$ cat config.mk
export PLATFORM = sky130hd
export DESIGN_NAME = pe_act_broadcast_fsm_flat
export DESIGN_NICKNAME = d
export VERILOG_FILES = /design/src/rtl/pe_act_broadcast_fsm_pkg.sv /design/src/rtl/pe_act_broadcast_fsm_if.sv /design/src/rtl/pe_act_broadcast_fsm_fifo2.sv /design/src/rtl/pe_act_broadcast_fsm.sv /design/src/flat_wrapper.sv
export SDC_FILE = /design/constraint.sdc
export NUM_CORES = 1
export LEC_CHECK = 0
export CAP_MARGIN = 30
export CORE_MARGIN = 2
export CORE_UTILIZATION = 58
export CTS_BUF_LIST = sky130_fd_sc_hd__clkbuf_4 sky130_fd_sc_hd__clkbuf_8
export CTS_CLUSTER_DIAMETER = 100
export CTS_CLUSTER_SIZE = 25
export DETAILED_ROUTE_END_ITERATION = 7
export PLACE_DENSITY = 0.9
export SYNTH_ARGS = -nofsm -noshare
export SYNTH_HDL_FRONTEND = slang
export SYNTH_SLANG_ARGS = --single-unit
$ cat constraint.sdc
create_clock -name clk -period 11.1 [get_ports clk]
set_input_delay 2.22 -clock clk [delete_from_list [all_inputs] [get_ports clk]]
set_output_delay 2.22 -clock clk [all_outputs]
set_load 0.1 [all_outputs]
$ cat src/rtl/pe_act_broadcast_fsm_pkg.sv
// Shared types and defaults for the PE activation broadcast producer.
// Also holds the FIFO credit helper.
package pe_act_broadcast_fsm_pkg;

  localparam int PE_NUM_LOG_D = 6;
  localparam int DATA_W_D     = 16;
  localparam int ADDR_W_D     = 16;
  localparam int ACT_NO_W_D   = 10;
  localparam int LAYER_W_D    = 4;
  localparam int FIFO_DEPTH   = 2;

  typedef enum logic [1:0] {
    ST_IDLE  = 2'd0,
    ST_BCAST = 2'd1,
    ST_SYNC  = 2'd2
  } bcast_st_e;

  // Occupancy once the in-flight read lands must stay within the FIFO.
  function automatic logic credit_ok(
    input logic [1:0] cnt,
    input logic       pop,
    input logic       inflight
  );
    logic [2:0] occ;
    occ = {1'b0, cnt}
        - {2'b00, pop}
        + {2'b00, inflight};
    return occ < 3'(FIFO_DEPTH);
  endfunction

endpackage

$ cat src/rtl/pe_act_broadcast_fsm_if.sv
// Broadcast injection port handshake.
// Transfer happens when bcast_valid & bcast_ready.
interface pe_act_broadcast_fsm_if
  import pe_act_broadcast_fsm_pkg::*;
#(
  parameter int DATA_W = DATA_W_D,
  parameter int ADDR_W = ADDR_W_D
);

  logic                     bcast_valid;
  logic                     bcast_ready;
  logic [ADDR_W+DATA_W-1:0] bcast_data;

  modport master (
    output bcast_valid,
    output bcast_data,
    input  bcast_ready
  );

  modport slave (
    input  bcast_valid,
    input  bcast_data,
    output bcast_ready
  );

endinterface

$ cat src/rtl/pe_act_broadcast_fsm_fifo2.sv
// Two-entry synchronous FIFO with occupancy count.
// Head reads as zero while empty.
module pe_act_broadcast_fsm_fifo2 #(
  parameter int W = 32
) (
  input  logic         clk,
  input  logic         rst,
  input  logic         push,
  input  logic [W-1:0] wdata,
  input  logic         pop,
  output logic [W-1:0] rdata,
  output logic [1:0]   cnt,
  output logic         empty
);

  logic [W-1:0] mem [2];
  logic         wp;
  logic         rp;
  logic         do_push;
  logic         do_pop;

  assign empty   = (cnt == 2'd0);
  assign do_pop  = pop & ~empty;
  assign do_push = push & (cnt != 2'd2);
  assign rdata   = empty ? '0 : mem[rp];

  always_ff @(posedge clk or posedge rst) begin
    if (rst) begin
      mem[0] <= '0;
      mem[1] <= '0;
      wp     <= 1'b0;
      rp     <= 1'b0;
      cnt    <= 2'd0;
    end else begin
      if (do_push) begin
        mem[wp] <= wdata;
        wp      <= ~wp;
      end
      if (do_pop) begin
        rp <= ~rp;
      end
      cnt <= cnt
           + {1'b0, do_push}
           - {1'b0, do_pop};
    end
  end

endmodule

$ cat src/rtl/pe_act_broadcast_fsm.sv
// PE activation broadcast producer: streams nonzero local
// activations as {abs_idx, value} onto the injection port.
module pe_act_broadcast_fsm
  import pe_act_broadcast_fsm_pkg::*;
#(
  parameter int PE_IDX     = 0,
  parameter int PE_NUM_LOG = PE_NUM_LOG_D,
  parameter int DATA_W     = DATA_W_D,
  parameter int ADDR_W     = ADDR_W_D,
  parameter int ACT_NO_W   = ACT_NO_W_D,
  parameter int LAYER_W    = LAYER_W_D
) (
  input  logic                clk,
  input  logic                rst,
  input  logic                pe_start_bcast,
  input  logic [LAYER_W-1:0]  layer_no,
  input  logic [ACT_NO_W-1:0] in_act_no,
  input  logic                layer_done,
  output logic [LAYER_W-1:0]  layer_idx,
  output logic                act_rd_en,
  output logic [ACT_NO_W-1:0] act_rd_addr,
  input  logic [DATA_W-1:0]   act_rd_data,
  pe_act_broadcast_fsm_if.master bcast,
  output logic                fin_broadcast,
  output logic                busy
);

  localparam int AW = ACT_NO_W + PE_NUM_LOG;
  localparam int EW = ADDR_W + DATA_W;

  bcast_st_e           st;
  logic [ACT_NO_W-1:0] rd_ptr;
  logic [ACT_NO_W-1:0] rd_addr_q;
  logic                inflight;

  logic [AW-1:0]       abs_wide;
  logic [ADDR_W-1:0]   abs_idx;
  logic [1:0]          fifo_cnt;
  logic                fifo_empty;
  logic [EW-1:0]       fifo_head;
  logic                pop;
  logic                push;
  logic                rd_go;
  logic                done_cond;
  logic                last_layer;

  assign abs_wide = {rd_addr_q, {PE_NUM_LOG{1'b0}}}
                  + AW'(PE_IDX);
  assign abs_idx  = ADDR_W'(abs_wide);

  assign pop  = ~fifo_empty & bcast.bcast_ready;
  assign push = inflight & (act_rd_data != '0);

  assign rd_go = (st == ST_BCAST)
               & (rd_ptr < in_act_no)
               & credit_ok(fifo_cnt, pop, inflight);

  // Layer is complete only once nothing is left in the read pipe.
  assign done_cond = (st == ST_BCAST)
                   & (rd_ptr == in_act_no)
                   & ~inflight
                   & fifo_empty;

  assign last_layer = (layer_idx == layer_no - LAYER_W'(1));

  assign act_rd_en         = rd_go;
  assign act_rd_addr       = rd_go ? rd_ptr : '0;
  assign bcast.bcast_valid = ~fifo_empty;
  assign bcast.bcast_data  = fifo_head;
  assign busy              = (st != ST_IDLE);

  pe_act_broadcast_fsm_fifo2 #(
    .W (EW)
  ) u_fifo (
    .clk   (clk),
    .rst   (rst),
    .push  (push),
    .wdata ({abs_idx, act_rd_data}),
    .pop   (pop),
    .rdata (fifo_head),
    .cnt   (fifo_cnt),
    .empty (fifo_empty)
  );

  always_ff @(posedge clk or posedge rst) begin
    if (rst) begin
      st            <= ST_IDLE;
      rd_ptr        <= '0;
      rd_addr_q     <= '0;
      inflight      <= 1'b0;
      layer_idx     <= '0;
      fin_broadcast <= 1'b0;
    end else begin
      fin_broadcast <= 1'b0;
      inflight      <= rd_go;
      if (rd_go) begin
        rd_addr_q <= rd_ptr;
        rd_ptr    <= rd_ptr + ACT_NO_W'(1);
      end
      unique case (st)
        ST_IDLE: begin
          if (pe_start_bcast) begin
            st        <= ST_BCAST;
            layer_idx <= '0;
            rd_ptr    <= '0;
          end
        end
        ST_BCAST: begin
          if (done_cond) begin
            fin_broadcast <= 1'b1;
            st            <= ST_SYNC;
          end
        end
        ST_SYNC: begin
          if (layer_done) begin
            if (last_layer) begin
              st <= ST_IDLE;
            end else begin
              layer_idx <= layer_idx + LAYER_W'(1);
              rd_ptr    <= '0;
              st        <= ST_BCAST;
            end
          end
        end
        default: st <= ST_IDLE;
      endcase
    end
  end

endmodule

$ cat src/flat_wrapper.sv
// flat-port wrapper written by rule: the top's interface ports become plain ports
module pe_act_broadcast_fsm_flat import pe_act_broadcast_fsm_pkg::*;
#(
  parameter int PE_IDX     = 0,
  parameter int PE_NUM_LOG = PE_NUM_LOG_D,
  parameter int DATA_W     = DATA_W_D,
  parameter int ADDR_W     = ADDR_W_D,
  parameter int ACT_NO_W   = ACT_NO_W_D,
  parameter int LAYER_W    = LAYER_W_D
)
  (clk, rst, pe_start_bcast, layer_no, in_act_no, layer_done, layer_idx, act_rd_en, act_rd_addr, act_rd_data, fin_broadcast, busy, bcast_bcast_valid, bcast_bcast_data, bcast_bcast_ready);
  pe_act_broadcast_fsm_if #(.DATA_W(DATA_W), .ADDR_W(ADDR_W)) bcast_i ();
  input  logic clk;
  input  logic rst;
  input  logic pe_start_bcast;
  input  logic [LAYER_W-1:0] layer_no;
  input  logic [ACT_NO_W-1:0] in_act_no;
  input  logic layer_done;
  output logic [LAYER_W-1:0] layer_idx;
  output logic act_rd_en;
  output logic [ACT_NO_W-1:0] act_rd_addr;
  input  logic [DATA_W-1:0] act_rd_data;
  output logic fin_broadcast;
  output logic busy;
  output wire logic [$bits(bcast_i.bcast_valid)-1:0] bcast_bcast_valid;
  output wire logic [$bits(bcast_i.bcast_data)-1:0] bcast_bcast_data;
  input wire logic [$bits(bcast_i.bcast_ready)-1:0] bcast_bcast_ready;
  assign bcast_bcast_valid = bcast_i.bcast_valid;
  assign bcast_bcast_data = bcast_i.bcast_data;
  assign bcast_i.bcast_ready = bcast_bcast_ready;
  pe_act_broadcast_fsm #(.PE_IDX(PE_IDX), .PE_NUM_LOG(PE_NUM_LOG), .DATA_W(DATA_W), .ADDR_W(ADDR_W), .ACT_NO_W(ACT_NO_W), .LAYER_W(LAYER_W)) u_core (.clk(clk), .rst(rst), .pe_start_bcast(pe_start_bcast), .layer_no(layer_no), .in_act_no(in_act_no), .layer_done(layer_done), .layer_idx(layer_idx), .act_rd_en(act_rd_en), .act_rd_addr(act_rd_addr), .act_rd_data(act_rd_data), .bcast(bcast_i), .fin_broadcast(fin_broadcast), .busy(busy));
endmodule
# == Word level (Yosys, flattened, before mapping) ==
# Cells that the tools add are included.
# op_classes
n_addsub,7
n_eq_ne,9
n_mux,24
n_reduce_logical,8
bitwise,15
n_lt_le_gt_ge,5
# ops
cell,n
2-to-1 mux 32 bit,5
bitwise mux 64 bit,1
2-to-1 mux 10 bit,5
demux 32 bit (select 1 bit),1
case mux 10 bit (2 select lines),1
nonzero test 16 bit,1
2-to-1 mux 4 bit,3
"adder 10 x 1 -> 10 bit, second input constant",1
== test 10 bit,1
< comparator 10 bit,1
AND 1 bit,9
"inequality test 2 bit, second input constant",4
case mux 4 bit (2 select lines),1
2-to-1 mux 2 bit,3
case mux 2 bit (3 select lines),1
"adder 4 x 1 -> 4 bit, second input constant",1
== test 4 bit,1
">= comparator 2 bit, second input constant",2
logical NOT 2 bit,2
NOT 1 bit,4
NOT 1 -> 2 bit,2
AND reduction 4 bit,1
nonzero test 2 bit,2
"subtractor 4 x 1 -> 4 bit, second input constant",1
other kinds (12),14
# totals
reg_bits,96
output_inout_bits,50
inputBits,35
wordCells,79

# == Longest topological paths before layout ==
# Gate-level depths: netlist of run 1.
# logic_depth
ltp_word,11
mapped_depth,14
depth_no_buf,13

# == Hierarchy ==
# Synthesis of run 1 repeated with hierarchy kept, for this count alone.
# unflattened
cells_unflattened,410
area_unflattened_um2,5059.9
# modules_own_cells
mod,area_each_um2,seq_area_each_um2,n_inst,cells_per_inst
pe_act_broadcast_fsm_fifo2,3256.9,1701.6,1,230
pe_act_broadcast_fsm,1803.0,700.7,1,180

# == Least setup slack after synthesis of run 1 ==
# No wires, ideal clock.
# synth_timing
path_kind,input-to-output
start,input port bcast_bcast_ready
end,output port act_rd_addr[0]
required_time_ps,8880
arrival_time_ps,5362
n_path_buf,1
stages,11
path_slack_ps,3518
cell_sequence,and2_1 > ha_1 > nand2b_1 > fa_1 > xor2_1 > nor4b_4 > o21ai_2 > or2_1 > buf_6 > inv_2 > ha_1
# synth_via
elab_chain_len,6
# synth_rtl
item,line,text
start: declaration,flat_wrapper.sv:27,input wire logic [$bits(bcast_i.bcast_ready)-1:0] bcast_bcast_ready;
AND 1 bit,pe_act_broadcast_fsm.sv:51,assign pop = ~fifo_empty & bcast.bcast_ready;
subtractor 2 x 1 -> 3 bit,pe_act_broadcast_fsm_pkg.sv:26,"- {2'b00, pop}"
adder 3 x 1 -> 3 bit,pe_act_broadcast_fsm_pkg.sv:27,"+ {2'b00, inflight};"
< comparator 3 x 2 -> 1 bit,pe_act_broadcast_fsm_pkg.sv:28,return occ < 3'(FIFO_DEPTH);
AND 1 bit,pe_act_broadcast_fsm.sv:56,"& credit_ok(fifo_cnt, pop, inflight);"
named net act_rd_en,flat_wrapper.sv:20,output logic act_rd_en;
2-to-1 mux 10 bit,pe_act_broadcast_fsm.sv:67,assign act_rd_addr = rd_go ? rd_ptr : '0;
end: declaration,flat_wrapper.sv:21,output logic [ACT_NO_W-1:0] act_rd_addr;
# The timed path passes the listed nets, and every way through them passes these cells.

# == Final worst setup path of run 1 ==
# layout_timing
start,input port bcast_bcast_ready
end,output port act_rd_addr[8]
# layout_via
elab_chain_len,6
# layout_rtl
item,line
AND 1 bit,pe_act_broadcast_fsm.sv:51
subtractor 2 x 1 -> 3 bit,pe_act_broadcast_fsm_pkg.sv:26
adder 3 x 1 -> 3 bit,pe_act_broadcast_fsm_pkg.sv:27
< comparator 3 x 2 -> 1 bit,pe_act_broadcast_fsm_pkg.sv:28
AND 1 bit,pe_act_broadcast_fsm.sv:56
2-to-1 mux 10 bit,pe_act_broadcast_fsm.sv:67
# No other way between the ends.

==> impl_metrics.json, run 1 <==
{
  "syn_area_per_cell_um2": 11.7,
  "status": "completed",
  "met2_usage_pct": 40.5,
  "crit_chain": "clkdlybuf4s50_1 -> and2_1 -> ha_1 -> nand2b_1 -> fa_1 -> xor2_1 -> nor4b_4 -> o21ai_2 -> or2_1 -> inv_2 -> and2_1 -> clkdlybuf4s50_1",
  "post_cts_resized": 0,
  "grt_pass1_vias": 3123,
  "post_cts_buffers": 0,
  "cap_violations": 0,
  "grt_util_all_layers_pct": 24.2,
  "synth_flop_cell": "dfrtp_1",
  "grt_antenna_before_repair": 0,
  "io_buffers": 78,
  "yosys_warnings": 0,
  "synth.top_cell.area_share_pct": 49.4,
  "die_w_um": 89.7,
  "setup_viol": 0,
  "finalNetCount": 499,
  "wire_per_inst_um": 16.3,
  "required_ps": 8880,
  "h-tree-depth": 3,
  "ys_ff_latch": 84,
  "hold_buffers": 0,
  "core-area_um2": 7180,
  "final_area_um2": 5440,
  "dr.pass1.iters": 4,
  "synth_most_common_cell": "dfrtp_1",
  "fp.dieH_um": 89.7,
  "grt_busiest_layer": "met2",
  "yosys-top-cells-area": "dfrtp_1 (49%), mux2_2 (14%), mux2i_1 (6.3%), ha_1 (5.0%), nor2_1 (3.6%)",
  "slew_headroom_pct": 32.4,
  "dp_hpwl_um": 6280,
  "path_delay_family": "buffers and inverters",
  "synth-edff-count": 0,
  "final_antenna_net_count": 0,
  "grt_first_pass_wirelength_um": 14700,
  "cts_buffers": 9,
  "cp_num_buf_inv": 3,
  "worstSetupStartpointType": "input port",
  "path_class": "in2out",
  "drcViolationCount": 0,
  "max_freq_mhz": 117,
  "yosysSeqAreaShare_pct": 49.4,
  "async_flop_share_pct": 100,
  "drt_iter0_drc": 148,
  "path_clk_slew_ps": 80,
  "clockRootBuffer": "clkbuf_8",
  "pre_cts_ws_ps": 2530,
  "io_pins": 85,
  "slowest_stage": "clkdlybuf4s50_1",
  "clk_path_buf_depth": 2,
  "vias": 3025,
  "crit_fanout": 18,
  "syn_area_um2": 4260,
  "placementRows": 31,
  "drive_above_1_share_pct": 19.5,
  "worstPathArrival_ps": 6320,
  "clk_latency_ps": 350,
  "crit_path_end_kind": "output port",
  "place_congestion": 0.824,
  "grt.met3_usage_pct": 6.40,
  "cts_tree": "yes",
  "clock_skew_ps": 6.32,
  "hold_path.class": "reg2reg",
  "fin_crit_sh_pct": 77.0,
  "rsz0062_at_grt": "no",
  "cp_slowest_stage_delay_ps": 1150,
  "finalCriticalPeriod_ps": 8540,
  "cts_num_sinks": 84,
  "grt_max_degree": 52,
  "diodes": 0,
  "fp.dieArea_um2": 8040,
  "synth_top_area_cell": "dfrtp_1",
  "tightest_slew_ps": 1010,
  "syn_inst": 363,
  "viasPerCell": 5.50,
  "syn_to_final_growth_pct": 27.7,
  "tns_ps": 0,
  "finalMaxSlewViolations": 0,
  "start_util_pct": 59.3,
  "place_area_um2": 5160,
  "yosysUniqueCellTypes": 44,
  "yosys-top-cells-count": "dfrtp_1 (84), mux2_2 (54), nor2_1 (41)",
  "grt_overflow": 0,
  "hold_viol": 0,
  "setup_ws_ps": 2560,
  "grtUsageMet1_pct": 31.4,
  "drt_wl_total_um": 8950
}
## worst reg2reg max path, delay by kind of cell (launching register included)
family	cells	cell delay (ps)
xor+xnor	1	180
fa+ha+maj	3	950
compound gates	1	160
flops	1	470
simple gates	6	1860
buf+inv	2	480
## placed cells by master (no fill, tap or decap), types with 2 or more instances in the layout
cell type        Yosys  final
xor2_1               8      8
inv_1               22     21
nand3_1              4      4
and2_1               7      7
ha_1                17     17
nor2b_1              2      2
and3_1               2      2
nand2_1              6      6
o21bai_1             2      2
clkdlybuf4s50_1      0     78
nor4_1               8      8
bufinv_16            0      4
mux2_2              54     54
nand2b_1             4      4
clkbuf_8             0     10
a21o_1              10     10
nor2_1              41     39
o21ai_0              6      6
buf_4                6      5
dfrtp_1             84     84
nand4_1              6      6
a21oi_1              4      4
nor3_1               2      2
conb_1               1      6
nor2_2               0      2
xnor2_1             10     10
mux2i_1             27     27
## layer usage
layer | routed length (µm) | part of all wire, %
met5 | 0 | 0
met4 | 113 | 1.3
met3 | 439 | 4.9
met2 | 4450 | 50
met1 | 3940 | 44
## through the flow
step,util [%],instances,hold WS [ps]
3_5_place_dp,71.9,534,494
5_1_grt,75.8,550,522
6_report,75.8,550,509
2_1_floorplan,-,368,462
3_3_place_gp,71.2,531,486
4_1_cts,75.8,550,511
## registers in the layout, summed over array words and instances, names as in the netlist
name,cells
u_core.fin_broadcast,1
u_core.inflight,1
u_core.layer_idx,4
u_core.rd_addr_q,10
u_core.rd_ptr,10
u_core.st,2
u_core.u_fifo.cnt,2
u_core.u_fifo.mem,52
u_core.u_fifo.rp,1
u_core.u_fifo.wp,1
## worst paths after layout
path | slack [ps] | startpoint | depth (start not counted) | to
max | 2560 | bcast_bcast_ready | 12 | act_rd_addr[8]
min | 510 | u_core.u_fifo.mem[9] | 1 | u_core.u_fifo.mem[9]
max reg2reg | 6870 | u_core.u_fifo.cnt[1] | 13 | u_core.rd_ptr[0]
min reg2reg | 510 | u_core.u_fifo.mem[9] | 1 | u_core.u_fifo.mem[9]
max in group asynchronous | 8210 | rst | 4 | u_core.u_fifo.mem[29]
min in group asynchronous | 2280 | rst | 3 | u_core.u_fifo.mem[44]
## final cells by class
cell class,count,area (µm²)
Inverter,23,87.6
Clock inverter,5,131
Fill cell,469,1740
Timing Repair Buffer,85,861
Tap cell,99,124
Sequential cell,84,2100
Multi-Input combinational cell,243,1990
Clock buffer,11,145
## cell families (layout without fill, tap and decap cells)
| logic type | count (synthesis) | count (layout) | share of synthesized area [%] |
|---|---|---|---|
| AOI/OAI and AO/OA | 27 | 27 | 4.53 |
| and+or+nand+nor | 93 | 93 | 11.7 |
| muxes | 81 | 81 | 20.6 |
| other | 1 | 6 | 0.0881 |
| buffers and inverters | 41 | 124 | 4.50 |
| xor gates and xnor gates | 18 | 18 | 3.70 |
| adders and majority gates | 18 | 18 | 5.47 |
| DFF | 84 | 84 | 49.4 |
Power of run 1 is not shown: default switching activity piles up to over one toggle a cycle in this logic, so the estimate is an artifact.
==> run 2: changes to the inputs <==
--- a/config.mk
+++ b/config.mk
@@ -7,12 +7,12 @@
 export LEC_CHECK = 0
 export CAP_MARGIN = 30
 export CORE_MARGIN = 2
-export CORE_UTILIZATION = 58
+export CORE_UTILIZATION = 48
 export CTS_BUF_LIST = sky130_fd_sc_hd__clkbuf_4 sky130_fd_sc_hd__clkbuf_8
 export CTS_CLUSTER_DIAMETER = 100
 export CTS_CLUSTER_SIZE = 25
 export DETAILED_ROUTE_END_ITERATION = 7
-export PLACE_DENSITY = 0.9
+export PLACE_DENSITY = 0.8
 export SYNTH_ARGS = -nofsm -noshare
 export SYNTH_HDL_FRONTEND = slang
 export SYNTH_SLANG_ARGS = --single-unit
==> constraint.sdc (replaced) <==
create_clock -name clk -period 7.3 [get_ports clk]
set_input_delay 1.46 -clock clk [delete_from_list [all_inputs] [get_ports clk]]
set_output_delay 1.46 -clock clk [all_outputs]
set_load 0.1 [all_outputs]
==> run 2 against run 1 <==
  * Non-clock buffer count unchanged
  * Clock-buffer cell count unchanged
  * Flip-flop and latch count unchanged
  * Setup slack worse by 1400 ps
  * Sequential share of layout area up 0.65 points
  * Highest routed layer unchanged
==> impl_metrics.json, run 2 (same netlist as run 1, synthesis figures left out) <==
{
  "status": "completed",
  "required_ps": 5840,
  "diodes": 0,
  "cts_tree": "yes",
  "crit_chain": "clkdlybuf4s50_1 -> and2_1 -> ha_1 -> nand2b_1 -> fa_1 -> xor2_1 -> nor4b_4 -> o21ai_2 -> or2_1 -> inv_2 -> and2_1 -> buf_4",
  "drcViolationCount": 0,
  "cp_slowest_stage_delay_ps": 500,
  "path_clk_slew_ps": 90,
  "drt_wl_total_um": 8740,
  "layout_common_cells": "dfrtp_1 (84), clkdlybuf4s50_1 (67), mux2_2 (54), nor2_1 (39), mux2i_1 (27)",
  "die_w_um": 98.2,
  "cts_buffers": 9,
  "rsz0062_at_grt": "no",
  "fp.dieArea_um2": 9640,
  "cap_violations": 0,
  "cts_num_sinks": 84,
  "worstSetupStartpointType": "input port",
  "crit_path_end_kind": "output port",
  "crit_path_frequent_cell": "and2_1",
  "worstPathArrival_ps": 4700,
  "wire_per_inst_um": 15.6,
  "place_congestion": 0.820,
  "post_cts_resized": 0,
  "clk_path_buf_depth": 2,
  "tightest_slew_ps": 1020,
  "slowest_stage": "or2_1",
  "r2r_end": "u_core.rd_ptr[0]",
  "r2r-start": "u_core.u_fifo.cnt[1]",
  "grt_antenna_before_repair": 0,
  "fp.dieH_um": 98.2,
  "dr.pass1.iters": 6,
  "start_util_pct": 49.1,
  "drt_iter0_drc": 118,
  "tns_ps": 0,
  "hold_viol": 0,
  "cp_num_buf_inv": 3,
  "startpoint": "bcast_bcast_ready",
  "clockRootBuffer": "clkbuf_8",
  "crit_fanout": 18,
  "grt_first_pass_wirelength_um": 14800,
  "grt_max_degree": 66,
  "largestRegisters": "u_core.u_fifo.mem: 52 flops, u_core.rd_addr_q: 10 flops, u_core.rd_ptr: 10 flops",
  "vias": 2935,
  "regMostFlops": "u_core.u_fifo.mem",
  "hold_buffers": 0,
  "h-tree-depth": 3,
  "ff2ff_path_depth": 13,
  "dp_hpwl_um": 6310,
  "finalMaxSlewViolations": 0,
  "path_class": "in2out",
  "max_freq_mhz": 162,
  "final_antenna_net_count": 0,
  "finalCriticalPeriod_ps": 6160,
  "placementRows": 34,
  "crit_path_end": "act_rd_addr[9]",
  "largest_reg_flops": 52,
  "path_delay_family": "simple AND/OR/NAND/NOR gates",
  "clk_latency_ps": 350,
  "fin_crit_sh_pct": 84.4,
  "final_common_cell": "dfrtp_1",
  "viasPerCell": 5.25,
  "io_pins": 85,
  "syn_to_final_growth_pct": 25.6,
  "hold_path.class": "reg2reg",
  "drive_above_1_share_pct": 22.0,
  "slew_headroom_pct": 31.9,
  "clock_skew_ps": 8.90,
  "io_buffers": 78,
  "setup_viol": 0,
  "post_cts_buffers": 0,
  "grt_pass1_vias": 3120,
  "grt_overflow": 0,
  "finalNetCount": 499,
  "core-area_um2": 8680,
  "crit_cells": 12,
  "grt_util_all_layers_pct": 19.1,
  "ff2ff_setup_slack_ps": 3690
}
run 2: worst min path at each step:
stage | from | slack [ps] | cells after the start | end
floorplan | u_core.rd_addr_q[1] | 460 | 1 | u_core.rd_addr_q[1]
global placement | u_core.u_fifo.rp | 460 | 1 | u_core.u_fifo.rp
detailed placement | u_core.u_fifo.rp | 470 | 1 | u_core.u_fifo.rp
CTS | u_core.u_fifo.rp | 480 | 1 | u_core.u_fifo.rp
global route | u_core.u_fifo.rp | 520 | 1 | u_core.u_fifo.rp
finish | u_core.u_fifo.rp | 470 | 1 | u_core.u_fifo.rp
run 2: worst register-to-register path: stages (launching register included):
cell and delay, ps:
dfrtp_1 470, nor2_2 150, inv_1 90, and2_1 210, ha_1 290, nand2b_1 150
fa_1 370, xor2_1 170, nor4b_4 230, o21ai_2 150, or2_1 500, inv_2 290
ha_1 260, nor2b_1 130
run 2: area by class of cell:
type                       count  area, µm²
clock buffer                  11        151
tap                          108        135
fill                         724       3330
multi-input combinational    243       1990
sequential                    84       2100
inverter                      23       87.6
clock inverter                 5       58.8
timing repair buffer          85        826
run 2: metrics by stage:
stage               instances  instance area, µm²  util (%)  worst slack [ps]  hold WS [ps]
floorplan                 368                4280         -              1200           462
global placement          541                5100      58.8              1130           457
detailed placement        543                5140      59.2              1100           471
CTS                       559                5350      61.6              1090           482
global route              559                5350      61.6               920           515
finish                    559                5350      61.6              1140           474
run 2: per-layer routing:
| metal | track usage, % | part of all wire [%] | vias to the layer above |
|---|---|---|---|
| met5 | 0 | 0 | - |
| met4 | 4.43 | 0.84 | 0 |
| met3 | 4.44 | 5.0 | 7 |
| met2 | 31.1 | 48 | 88 |
| met1 | 26.3 | 46 | 1428 |
| li1 | - | - | 1412 |
Power of run 2 is left out for the same reason.
==> run 3: changes to the inputs <==
--- a/config.mk
+++ b/config.mk
@@ -7,12 +7,12 @@
 export LEC_CHECK = 0
 export CAP_MARGIN = 30
 export CORE_MARGIN = 2
-export CORE_UTILIZATION = 48
+export CORE_UTILIZATION = 54
 export CTS_BUF_LIST = sky130_fd_sc_hd__clkbuf_4 sky130_fd_sc_hd__clkbuf_8
 export CTS_CLUSTER_DIAMETER = 100
 export CTS_CLUSTER_SIZE = 25
 export DETAILED_ROUTE_END_ITERATION = 7
-export PLACE_DENSITY = 0.8
+export PLACE_DENSITY = 0.85
 export SYNTH_ARGS = -nofsm -noshare
 export SYNTH_HDL_FRONTEND = slang
 export SYNTH_SLANG_ARGS = --single-unit
==> constraint.sdc (replaced) <==
create_clock -name clk -period 5.8 [get_ports clk]
set_input_delay 1.16 -clock clk [delete_from_list [all_inputs] [get_ports clk]]
set_output_delay 1.16 -clock clk [all_outputs]
set_load 0.1 [all_outputs]
==> run 3 against run 2 <==
  * Clock skew increased by 0.73 ps
  * Clock-buffer cell count unchanged
  * Global-route usage increased by 3.2 points
  * Wire length increased by 1.8%
  * First-iteration DRC count decreased by 15%
  * Critical path depth unchanged
  * Utilization increased by 9.6 points
  * Hold slack improved by 6.6 ps
  * Critical endpoint is now act_rd_addr[6]
  * Via count increased by 1.5%
  * Non-clock buffer count unchanged
==> impl_metrics.json, run 3 (same netlist as run 1, synthesis figures left out) <==
{
  "clk_path_buf_depth": 2,
  "setup_viol": 0,
  "drcViolationCount": 0,
  "hold_viol": 0,
  "cts_tree": "yes",
  "grt_pass1_vias": 3147,
  "post_cts_buffers": 0,
  "hold_end": "u_core.u_fifo.rp",
  "cts_buffers": 9,
  "grt_first_pass_wirelength_um": 15100,
  "required_ps": 4640,
  "worstPathArrival_ps": 4130,
  "dr.pass1.iters": 4,
  "cap_violations": 0,
  "startpoint": "bcast_bcast_ready",
  "diodes": 0,
  "crit_path_end_kind": "output port",
  "drive_above_1_share_pct": 22.0,
  "grt_max_degree": 75,
  "vias": 2980,
  "tightest_slew_ps": 1010,
  "largestRegisters": "u_core.u_fifo.mem: 52 flops, u_core.rd_addr_q: 10 flops, u_core.rd_ptr: 10 flops",
  "grt_antenna_before_repair": 0,
  "hold_path_startpoint": "u_core.u_fifo.rp",
  "path_class": "in2out",
  "path_clk_slew_ps": 80,
  "hold_path.class": "reg2reg",
  "placementRows": 32,
  "tns_ps": 0,
  "slew_headroom_pct": 32.3,
  "clockRootBuffer": "clkbuf_8",
  "io_buffers": 78,
  "r2r-start": "u_core.u_fifo.cnt[1]",
  "h-tree-depth": 3,
  "fin_crit_sh_pct": 91.1,
  "worstSetupStartpointType": "input port",
  "cts_num_sinks": 84,
  "core-area_um2": 7690,
  "io_pins": 85,
  "regMostFlops": "u_core.u_fifo.mem",
  "dp_hpwl_um": 6340,
  "r2r_end": "u_core.rd_ptr[8]",
  "ff2ff_setup_slack_ps": 2330,
  "finalNetCount": 499,
  "ff2ff_path_depth": 13,
  "fp.dieH_um": 92.8,
  "clock_skew_ps": 9.63,
  "post_cts_resized": 0,
  "max_freq_mhz": 189,
  "final_antenna_net_count": 0,
  "hold_buffers": 0,
  "wire_per_inst_um": 16.1,
  "drt_wl_total_um": 8900,
  "largest_reg_flops": 52,
  "finalCriticalPeriod_ps": 5290,
  "drt_iter0_drc": 100,
  "viasPerCell": 5.39,
  "die_w_um": 92.8,
  "layout_common_cells": "dfrtp_1 (84), clkdlybuf4s50_1 (67), mux2_2 (54), nor2_1 (39), mux2i_1 (27)",
  "status": "completed",
  "syn_to_final_growth_pct": 28.7,
  "finalMaxSlewViolations": 0,
  "rsz0062_at_grt": "no",
  "place_congestion": 0.887,
  "grt_util_all_layers_pct": 22.3,
  "grt_overflow": 0,
  "crit_fanout": 17,
  "start_util_pct": 55.4,
  "clk_latency_ps": 350,
  "fp.dieArea_um2": 8610,
  "hold-path-cell-count": 1,
  "final_common_cell": "dfrtp_1"
}
run 3: per-layer routing:
layer | track usage [%] | vias up | routed length, µm
li1 | - | 1416 | -
met1 | 29.6 | 1457 | 3980
met2 | 37.6 | 91 | 4340
met3 | 3.17 | 16 | 405
met4 | 7.72 | 0 | 162
met5 | 0 | - | 0
run 3: metrics by stage:
stage                     setup slack [ps]  cell area [µm²]  util (%)  std cells  hold WS, ps
after floorplan                       1.54             4280         -        368          462
after global placement                 615             5240      68.2        536          458
after detailed placement               510             5250      68.3        537          476
after CTS                              491             5480      71.3        553          489
after global routing                   344             5480      71.3        553          530
final                                  514             5480      71.3        553          480
run 3: worst max path at each step:
stage / endpoint / slack, ps / cells past startpoint
after global routing: act_rd_addr[7] / 340 / 12
after detailed placement: act_rd_addr[6] / 510 / 12
after CTS: act_rd_addr[6] / 490 / 12
after floorplan: act_rd_addr[0] / 2 / 13
after global placement: act_rd_addr[7] / 610 / 12
final: act_rd_addr[6] / 510 / 12
run 3: worst max-delay path, cell delays in order:
cell	delay, ps
clkdlybuf4s50_1	440
and2_1	190
ha_1	250
nand2b_1	150
fa_1	380
xor2_1	180
nor4b_4	250
o21ai_2	170
or2_1	280
buf_4	200
nor2_1	250
buf_12	220
run 3: final cells by class:
cell class | count | area [µm²]
Sequential cell | 84 | 2100
Clock inverter | 5 | 83.8
Multi-Input combinational cell | 243 | 1990
Inverter | 23 | 87.6
Clock buffer | 11 | 145
Timing Repair Buffer | 85 | 943
Tap cell | 102 | 128
Fill cell | 581 | 2210
Power of run 3 is left out for the same reason.
